File: src/rtl/esfa_pkg.sv
// Shared constants for the ESFA test sequencer: instruction field positions,
// report status bytes, UART timeout and FSM state encodings.
package esfa_pkg;

    localparam int INSTR_W      = 56;
    localparam int F_WILL_WRITE = 0;
    localparam int F_INDEX_LSB  = 8;
    localparam int F_VALUE_LSB  = 16;
    localparam int F_META_LSB   = 24;
    localparam int F_IS_META    = 32;
    localparam int F_SEL_LSB    = 40;
    localparam int F_ASSERT     = 48;

    localparam logic [7:0] STAT_PASS = 8'h50;
    localparam logic [7:0] STAT_FAIL = 8'h46;

    localparam int TX_TIMEOUT = 16;

    typedef enum logic [2:0] {
        S_IDLE,
        S_FETCH,
        S_ISSUE,
        S_WAIT_RES,
        S_CHECK,
        S_REPORT,
        S_DONE
    } seq_state_t;

    typedef enum logic [2:0] {
        R_IDLE,
        R_SEND,
        R_WAIT_HI,
        R_WAIT_LO,
        R_FIN
    } rep_state_t;

endpackage

File: src/rtl/esfa_uart_reporter.sv
// Sends up to three bytes over the tx_start/tx_busy UART handshake and pulses
// done when finished; a byte whose tx_busy never rises is dropped after TX_TIMEOUT cycles.
module esfa_uart_reporter
    import esfa_pkg::*;
(
    input  logic       clk,
    input  logic       rst_n,
    input  logic       go,
    input  logic [7:0] byte0,
    input  logic [7:0] byte1,
    input  logic [7:0] byte2,
    input  logic [1:0] count,
    input  logic       tx_busy,
    output logic [7:0] tx_byte,
    output logic       tx_start,
    output logic       done
);

    rep_state_t state, next_state;
    logic [7:0] b0_q, b1_q, b2_q;
    logic [1:0] cnt_q;
    logic [1:0] idx;
    logic [4:0] timer;
    logic       last_byte;
    logic       byte_done;

    assign last_byte = (idx == cnt_q - 2'd1);
    assign byte_done = ((state == R_WAIT_HI) && !tx_busy && (timer == 5'(TX_TIMEOUT - 1)))
                     || ((state == R_WAIT_LO) && !tx_busy);

    always_comb begin
        case (idx)
            2'd0:    tx_byte = b0_q;
            2'd1:    tx_byte = b1_q;
            default: tx_byte = b2_q;
        endcase
    end

    always_comb begin
        next_state = state;
        tx_start   = 1'b0;
        done       = 1'b0;
        case (state)
            R_IDLE: begin
                if (go) begin
                    next_state = (count == 2'd0) ? R_FIN : R_SEND;
                end
            end
            R_SEND: begin
                if (!tx_busy) begin
                    tx_start   = 1'b1;
                    next_state = R_WAIT_HI;
                end
            end
            R_WAIT_HI: begin
                if (tx_busy) begin
                    next_state = R_WAIT_LO;
                end else if (byte_done) begin
                    next_state = last_byte ? R_FIN : R_SEND;
                end
            end
            R_WAIT_LO: begin
                if (byte_done) begin
                    next_state = last_byte ? R_FIN : R_SEND;
                end
            end
            R_FIN: begin
                done       = 1'b1;
                next_state = R_IDLE;
            end
            default: next_state = R_IDLE;
        endcase
    end

    always_ff @(posedge clk or negedge rst_n) begin
        if (!rst_n) begin
            state <= R_IDLE;
            b0_q  <= '0;
            b1_q  <= '0;
            b2_q  <= '0;
            cnt_q <= '0;
            idx   <= '0;
            timer <= '0;
        end else begin
            state <= next_state;
            if (state == R_IDLE && go) begin
                b0_q  <= byte0;
                b1_q  <= byte1;
                b2_q  <= byte2;
                cnt_q <= count;
                idx   <= '0;
            end else if (byte_done && !last_byte) begin
                idx <= idx + 2'd1;
            end
            // Timer counts cycles since the tx_start pulse while waiting for tx_busy.
            if (state == R_WAIT_HI) begin
                timer <= timer + 5'd1;
            end else begin
                timer <= '0;
            end
        end
    end

endmodule

File: src/rtl/esfa_test_sequencer.sv
// Walks the instruction ROM, drives the ESFA design, checks asserted results
// and reports a verdict over UART. ESFA_SEQ_CONTINUE_EN keeps running past mismatches.
module esfa_test_sequencer
    import esfa_pkg::*;
#(
    parameter int ADDR_W    = 8,
    parameter int NUM_INSTR = 256,
    parameter int ROM_LAT   = 1,
    parameter int DUT_LAT   = 1
)
(
    input  logic              clk,
    input  logic              rst_n,
    input  logic              start,
    output logic [ADDR_W-1:0] rom_addr,
    input  logic [55:0]       rom_data,
    output logic              dut_will_write,
    output logic [7:0]        dut_new_index,
    output logic [7:0]        dut_new_value,
    output logic [7:0]        dut_selector,
    output logic [7:0]        dut_metadata,
    output logic              dut_is_metadata,
    input  logic              dut_result_bool,
    input  logic [7:0]        dut_result_value,
    output logic [7:0]        tx_byte,
    output logic              tx_start,
    input  logic              tx_busy,
    output logic              busy,
    output logic              pass,
    output logic              fail,
`ifdef ESFA_SEQ_CONTINUE_EN
    output logic [7:0]        fail_count,
`endif
    output logic [ADDR_W-1:0] fail_addr
);

    localparam logic [ADDR_W:0] LAST_IDX = (ADDR_W + 1)'(NUM_INSTR - 1);

    seq_state_t state, next_state;
    logic [ADDR_W:0] cnt;
    logic [2:0]      lat;
    logic            hold_lat;
    logic [7:0]      index_q, value_q, sel_q, meta_q;
    logic            is_meta_q, assert_q;
    logic            mismatch;
    logic            in_issue;
    logic            rep_go, rep_done;
    logic [7:0]      rep_byte0, rep_byte1, rep_byte2;
    logic [1:0]      rep_count;
    logic            unused_bits;

    assign unused_bits = ^{rom_data[7:1], rom_data[39:33], rom_data[55:49]};

    assign rom_addr = cnt[ADDR_W-1:0];
    assign busy     = (state != S_IDLE) && (state != S_DONE);
    assign in_issue = (state == S_ISSUE);

    // During ISSUE the fields come straight from the ROM; afterwards the captured copy holds them.
    assign dut_will_write  = in_issue & rom_data[F_WILL_WRITE];
    assign dut_new_index   = in_issue ? rom_data[F_INDEX_LSB +: 8] : index_q;
    assign dut_new_value   = in_issue ? rom_data[F_VALUE_LSB +: 8] : value_q;
    assign dut_selector    = in_issue ? rom_data[F_SEL_LSB +: 8]   : sel_q;
    assign dut_metadata    = in_issue ? rom_data[F_META_LSB +: 8]  : meta_q;
    assign dut_is_metadata = in_issue ? rom_data[F_IS_META]        : is_meta_q;

    assign mismatch = assert_q && ((dut_result_bool != is_meta_q) || (dut_result_value != meta_q));

    always_comb begin
        next_state = state;
        case (state)
            S_IDLE: begin
                if (start) begin
                    next_state = (NUM_INSTR == 0) ? S_REPORT : S_FETCH;
                end
            end
            S_FETCH: begin
                if (lat == 3'(ROM_LAT - 1)) next_state = S_ISSUE;
            end
            S_ISSUE:  next_state = S_WAIT_RES;
            S_WAIT_RES: begin
                if (lat == 3'(DUT_LAT - 1)) next_state = S_CHECK;
            end
            S_CHECK: begin
`ifdef ESFA_SEQ_CONTINUE_EN
                next_state = (cnt == LAST_IDX) ? S_REPORT : S_FETCH;
`else
                next_state = (mismatch || cnt == LAST_IDX) ? S_REPORT : S_FETCH;
`endif
            end
            S_REPORT: begin
                if (rep_done) next_state = S_DONE;
            end
            S_DONE:   next_state = S_IDLE;
            default:  next_state = S_IDLE;
        endcase
    end

    assign hold_lat = ((state == S_FETCH) && (next_state == S_FETCH))
                   || ((state == S_WAIT_RES) && (next_state == S_WAIT_RES));

    always_ff @(posedge clk or negedge rst_n) begin
        if (!rst_n) begin
            state      <= S_IDLE;
            cnt        <= '0;
            lat        <= '0;
            rep_go     <= 1'b0;
            index_q    <= '0;
            value_q    <= '0;
            sel_q      <= '0;
            meta_q     <= '0;
            is_meta_q  <= 1'b0;
            assert_q   <= 1'b0;
            pass       <= 1'b0;
            fail       <= 1'b0;
            fail_addr  <= '0;
`ifdef ESFA_SEQ_CONTINUE_EN
            fail_count <= '0;
`endif
        end else begin
            state  <= next_state;
            lat    <= hold_lat ? lat + 3'd1 : 3'd0;
            rep_go <= (next_state == S_REPORT) && (state != S_REPORT);
            case (state)
                S_IDLE: begin
                    if (start) begin
                        cnt       <= '0;
                        fail      <= 1'b0;
                        fail_addr <= '0;
                        pass      <= (NUM_INSTR == 0);
`ifdef ESFA_SEQ_CONTINUE_EN
                        fail_count <= '0;
`endif
                    end
                end
                S_ISSUE: begin
                    index_q   <= rom_data[F_INDEX_LSB +: 8];
                    value_q   <= rom_data[F_VALUE_LSB +: 8];
                    sel_q     <= rom_data[F_SEL_LSB +: 8];
                    meta_q    <= rom_data[F_META_LSB +: 8];
                    is_meta_q <= rom_data[F_IS_META];
                    assert_q  <= rom_data[F_ASSERT];
                end
                S_CHECK: begin
`ifdef ESFA_SEQ_CONTINUE_EN
                    // Only the first mismatch sets fail_addr; later ones just count.
                    if (mismatch) begin
                        if (!fail) begin
                            fail      <= 1'b1;
                            fail_addr <= cnt[ADDR_W-1:0];
                        end
                        if (fail_count != 8'hFF) fail_count <= fail_count + 8'd1;
                    end
                    if (cnt == LAST_IDX) begin
                        pass <= !(fail || mismatch);
                    end else begin
                        cnt <= cnt + 1'b1;
                    end
`else
                    if (mismatch) begin
                        fail      <= 1'b1;
                        fail_addr <= cnt[ADDR_W-1:0];
                    end else if (cnt == LAST_IDX) begin
                        pass <= 1'b1;
                    end else begin
                        cnt <= cnt + 1'b1;
                    end
`endif
                end
                default: ;
            endcase
        end
    end

    assign rep_byte0 = fail ? STAT_FAIL : STAT_PASS;
    assign rep_byte1 = 8'(fail_addr);
`ifdef ESFA_SEQ_CONTINUE_EN
    assign rep_byte2 = fail_count;
    assign rep_count = 2'd3;
`else
    assign rep_byte2 = 8'h00;
    assign rep_count = 2'd2;
`endif

    esfa_uart_reporter u_reporter (
        .clk      (clk),
        .rst_n    (rst_n),
        .go       (rep_go),
        .byte0    (rep_byte0),
        .byte1    (rep_byte1),
        .byte2    (rep_byte2),
        .count    (rep_count),
        .tx_busy  (tx_busy),
        .tx_byte  (tx_byte),
        .tx_start (tx_start),
        .done     (rep_done)
    );

endmodule

File: config.mk
export PLATFORM = sky130hd
export DESIGN_NAME = esfa_test_sequencer
export DESIGN_NICKNAME = d
export VERILOG_FILES = /design/src/rtl/esfa_pkg.sv /design/src/rtl/esfa_uart_reporter.sv /design/src/rtl/esfa_test_sequencer.sv
export SDC_FILE = /design/constraint.sdc
export NUM_CORES = 1
export LEC_CHECK = 0
export CAP_MARGIN = 20
export CORE_UTILIZATION = 35
export CTS_BUF_LIST = sky130_fd_sc_hd__clkbuf_16
export CTS_CLUSTER_SIZE = 8
export DETAILED_ROUTE_END_ITERATION = 8
export PLACE_DENSITY = 0.75
export SKIP_LAST_GASP = 1
export SYNTH_ARGS = -nofsm -noshare
export SYNTH_HDL_FRONTEND = slang
export SYNTH_SLANG_ARGS = --single-unit
File: constraint.sdc
create_clock -name clk -period 3.1 [get_ports clk]
set_input_delay 0.465 -clock clk [delete_from_list [all_inputs] [get_ports clk]]
set_output_delay 0.465 -clock clk [all_outputs]
set_load 0.005 [all_outputs]
**Word-level counts from Yosys, hierarchy flattened**

Cells that the tools add are included.

- Eq/ne operators: 27
- Reductions and logical operators: 27
- Add/sub/neg operators: 5
- Bitwise operators: 1
- Muxes and demuxes: 39

Operator list:

| operator | number |
|---|---|
| $mux W8 | 6 |
| $mux W3 | 11 |
| $pmux W8 S2 | 2 |
| $mux W9 | 3 |
| $pmux W3 S6 | 1 |
| $pmux W9 S2 | 1 |
| $eq A3 B2 Y1 const B | 5 |
| $ne A2 B2 Y1 const B | 7 |
| $eq A3 B3 Y1 const B | 4 |
| $pmux W3 S4 | 1 |
| $logic_and A1 B1 Y1 | 10 |
| $mux W5 | 2 |
| $add A9 B1 Y9 const B | 1 |
| $eq A3 B1 Y1 const B | 3 |
| $eq A9 B8 Y1 const B | 1 |
| $logic_not A3 Y1 | 3 |
| $mux W1 | 8 |
| $ne A8 B8 Y1 | 1 |
| $reduce_and A4 Y1 | 2 |
| $ne A3 B3 Y1 const B | 2 |
| $add A5 B1 Y5 const B | 1 |
| $eq A5 B4 Y1 const B | 1 |
| $logic_or A1 B1 Y1 | 4 |
| $mux W2 | 2 |
| other kinds (14) | 17 |

- Register bits after elaboration: 87
- Output and inout bits: 62
- Word-level logic and storage cells: 118

**Logic depth before layout (Yosys ltp)**

- Depth in word-level cells: 10
- Mapped depth: 10
- Depth with buffers taken out: 9

**Cells and area by module**

From an unflattened synthesis, not the netlist that was laid out.

- Cells, all modules: 397
- Area, all modules: 4621.9 um^2

By module, submodules not included:

| module | area an instance (um^2) | sequential area each (um^2) | instances | cells each |
|---|---|---|---|---|
| esfa_test_sequencer | 2822.7 | 1501.4 | 1 | 250 |
| esfa_uart_reporter | 1799.2 | 900.9 | 1 | 147 |

**Worst setup path after synthesis**

Ideal clock, no wire load.

- Path kind: register to register
- From: reg cnt[4]
- To: reg cnt[0]
- Arrival time: 2052 ps
- Setup slack: 924 ps
- Library setup time: 125 ps
- Data required time: 2975 ps
- Stages on the path, launching flop included: 10
- Path through: dfrtp_1 -> and3_1 -> and3_1 -> and3_1 -> ha_1 -> nand2_1 -> o211a_1 -> nand4_4 -> nand2_1 -> mux2_2

- Cells in the longest elaborated chain, start to end: 3

Ends and longest elaborated chain:

| item | line | RTL |
|---|---|---|
| from (decl) | esfa_test_sequencer.sv:40 | `logic [ADDR_W:0] cnt;` |
| from (signal assigned) | esfa_test_sequencer.sv:165 | `cnt <= cnt + 1'b1;` |
| $eq A9 B8 Y1 | esfa_test_sequencer.sv:162 | `end else if (cnt == LAST_IDX) begin` |
| $ne A2 B2 Y1 (no line) | - |  |
| $reduce_and A4 Y1 (no line) | - |  |

No other way between the ends.
A chain may end at the register's enable or synchronous reset.

**Worst setup path in the final report**

- From: reg state[1]
- To: out dut_is_metadata

- Cells in the longest elaborated chain, start to end: 2

Ends and longest elaborated chain:

| item | line | RTL |
|---|---|---|
| from (decl) | esfa_test_sequencer.sv:39 | `seq_state_t state, next_state;` |
| from (signal assigned) | esfa_test_sequencer.sv:120 | `state <= next_state;` |
| $eq A3 B2 Y1 | esfa_test_sequencer.sv:56 | `assign in_issue = (state == S_ISSUE);` |
| $mux W1 | - |  |
| to (decl) | esfa_test_sequencer.sv:22 | `output logic dut_is_metadata,` |

No other way between the ends.

==> results.yml <==
power:
  part_of_the_power_in_the_clock_network_pct: 23.9
  sw_frac_of_total_pct: 31.09
  power.switching_mw: 1.400
  power.density_cell_area_mw_per_mm2: 844.4
  static_leakage_nw: 2.329
  post-layout-total-power_mw: 4.504
  seq_power_share_pct: 35.5
  cell_internal_pwr_mw: 3.103
  combinational_power_share_pct: 40.7
  irDropWorstVdd_v: 0.0004537
setup_path:
  r2r_start: "cnt[2]$_DFFE_PN0P_"
  cell_by_cell_listing_of_the_critical_path: "nor2b_1 -> nor2b_4 -> buf_12 -> mux2_2 -> clkdlybuf4s50_1"
  regToRegEndpoint: "cnt[1]$_DFFE_PN0P_"
  worst-setup-path-type: "reg2out"
  timing.critical_path.slowest_cell_delay_ps: 470
  worst_ep_arrival_time_ps: 2340
  critPathMaxFanout: 36
  reg2reg_setup_slack_ps: 540
  critPathLaunchType: "register"
  end_kind: "primary output"
  setup.worst_path.end: "dut_is_metadata"
  r2r.worst_path.cells: 8
  timing.critical_path.required_ps: 2630
  cp_slowest_cell: "dfrtp_1"
  critPathLaunch: "state[1]$_DFF_PN0_"
placed_design:
  placedInstanceArea_mm2: 0.005010
  gp_weighted_congestion: 0.7866
  hpwlAfterDp_um: 5696
  io_buffer_count: 109
  place_inst: 556
timing:
  min_tclk_post_route_ps: 2803
  timing_worst_slew_pin_value_ps: 749.0
  maxClockFrequency_mhz: 356.8
  timing.slew.headroom_pct: 49.73
  final_max_slew_viol_count: 0
  finalHoldViolations: 0
  final-setup-viol-count: 0
  rsz0062_at_grt: "false"
  post-route-period-util_pct: 90.41
  finalSetupTns_ps: 0
  finClkSkew_ps: 5.209
clocking:
  clock_sinks: 81
  cts_resized: 0
  numCtsBuffers: 9
  clockBufferDepth: 2
  postCtsSetupRepairBufs: 0
  post_cts_hold_buffer_count: 0
  ctsRootBufferMaster: "clkbuf_16"
  tritoncts: "yes"
  clkTransAtPathRegs_ps: 60
  cts_htree_levels: 3
  insertion_delay_ps: 330
worst_hold_path:
  holdCritPathClass: "in2async"
drt:
  antenna_violating_nets_post_route: 0
  drt-initial-drc-count: 79
  drt-wirelength-per-cell_um: 13.85
  totalWireLength_um: 7934
  drt-pass1-iter-count: 4
  num_vias: 2816
  drc: 0
  post_drt_via_cell_ratio: 4.914
finish:
  area_growth_pct: 38.63
  fin_util_pct: 50.76
  layout.cells.most_common: "clkdlybuf4s50_1"
  final_net_count: 509
  post_route_cells_drive_above_1_share_pct: 18.08
  stdcell_area_mm2: 0.005334
  diodes: 0
  most-common-layout-cells: "clkdlybuf4s50_1, dfrtp_1, mux2_2"
  finalNonFillerCells: 573
die:
  io_pins: 131
  core_area_mm2: 0.01051
  die_x_um: 106.8
  area_enclosed_by_the_die_boundary_mm2: 0.01142
  fp.dieH_um: 106.8
  initial_core_util_pct: 36.61
  row_count: 37
synth:
  yosys.cell_types.count: 46
  syn_area_cell_um2: 11.66
  netlist_area_mm2: 0.003847
  synthFlopType: "dfrtp_1"
  yosysSeqAreaShare_pct: 52.68
  ys.warnings.count: 0
  synth-edff-count: 0
  postSynthCellCount: 330
  synthArstFlopShare_pct: 100.0
  postSynthRegisterBits: 81
  synthesis.nets: 407
global_routing:
  grt_first_pass_wirelength_um: 13300
  pin_count_of_the_biggest_net_entering_global_routing: 82
  first_global_vias: 2947
  globalRouteTotalUtil_pct: 14.62
  number_of_antenna_violations_at_the_first_check_in_global_routing: 0
  overflow: 0
run:
  cap_viol_max_count: 0
outcome:
  outcome: "completed"
[cells by family (layout without fill, tap and decap cells)]
family	after synthesis	count (layout)	share of synthesized area [%]
buffers and inverters	39	146	5.268
DFF	81	81	52.68
and+or+nand+nor	94	94	13.37
adders and majority gates	8	8	2.602
AOI/OAI and AO/OA	40	40	7.317
xor gates and xnor gates	12	12	2.732
muxes	56	56	16.03
[registers in the layout, indices dropped and copies added, names as in the netlist, 5 cells and up]
name	flops
index_q	8
value_q	8
meta_q	8
u_reporter.timer	5
sel_q	8
fail_addr	8
u_reporter.b1_q	8
cnt	9
[metrics by stage]
| step | hold WS (ps) | setup WS (ps) |
|---|---|---|
| floorplan | 169.4 | 923.6 |
| global placement | 444.2 | 609.5 |
| detailed placement | 457.0 | 579.6 |
| CTS | 368.2 | 267.3 |
| global route | 125.7 | 181.5 |
| finish | 93.03 | 297.4 |
[worst min path at each step]
stage | startpoint | to | slack, ps | cells after the start
detailed placement | lat[0]$_DFF_PN0_ | lat[0]$_DFF_PN0_ | 460 | 1
global placement | u_reporter.timer[0]$_DFF_PN0_ | u_reporter.timer[0]$_DFF_PN0_ | 440 | 1
global route | rst_n | lat[1]$_DFF_PN0_ | 130 | 1
CTS | rst_n | u_reporter.b1_q[7]$_DFFE_PN0P_ | 370 | 1
floorplan | rst_n | assert_q$_DFFE_PN0P_ | 170 | 0
finish | rst_n | lat[1]$_DFF_PN0_ | 90 | 1
[power groups by stage]
stage	Combinational, mW	Sequential (mW)	Clock (mW)
final	1.83	1.60	1.07
after CTS	1.86	1.60	1.11
after global placement	1.80	1.60	0
after detailed placement	1.84	1.62	0
after global routing	2.01	1.64	1.15
after floorplan	1.02	1.53	0
[critical path: cells and delay by family, from the launching register on]
kind | cells | cell delay, ps
multiplexers | 1 | 390
flip-flops | 1 | 470
buffers and inverters | 2 | 670
AND/OR/NAND/NOR | 2 | 450
[synth_stat cells, types with 2 or more instances]
| master | number | area, um2 |
|---|---|---|
| and3_1 | 6 | 37.54 |
| a41oi_1 | 2 | 17.52 |
| a2111o_1 | 4 | 45.04 |
| or2_2 | 3 | 18.77 |
| nor2b_1 | 4 | 25.02 |
| buf_4 | 11 | 82.58 |
| o21ai_2 | 4 | 35.03 |
| nand2b_1 | 4 | 25.02 |
| o21ai_0 | 7 | 35.03 |
| and2_1 | 6 | 37.54 |
| clkbuf_1 | 4 | 15.01 |
| xor2_1 | 11 | 96.34 |
| nor3b_1 | 2 | 15.01 |
| dfrtp_1 | 81 | 2027 |
| nand2_1 | 24 | 90.09 |
| ha_1 | 8 | 100.1 |
| nor2_1 | 23 | 86.33 |
| inv_1 | 17 | 63.81 |
| a21oi_1 | 11 | 55.05 |
| a22o_1 | 4 | 35.03 |
| o21ai_1 | 2 | 10.01 |
| nor3_1 | 4 | 20.02 |
| mux2_2 | 45 | 506.7 |
| nand3_1 | 6 | 30.03 |
| buf_2 | 6 | 30.03 |
| mux2i_1 | 11 | 110.1 |
[final cells by class]
type                    instances  area (um2)
repair buffers                113        1144
well taps                     136       170.2
fillers                       964        5175
multi-input cells             210        1625
clock buffers                   9       225.2
inverters                      17       63.81
clock inverters                 7       78.83
flip-flops and latches         81        2027
[routing by layer]
metal,up-vias,share of wire (%),global-route usage [%]
li1,1341,-,-
met1,1372,41,16.22
met2,89,50,25.71
met3,14,8.0,5.593
met4,0,1.4,4.599
met5,-,0,0
Note: power is estimated with default switching activity, not from simulation.
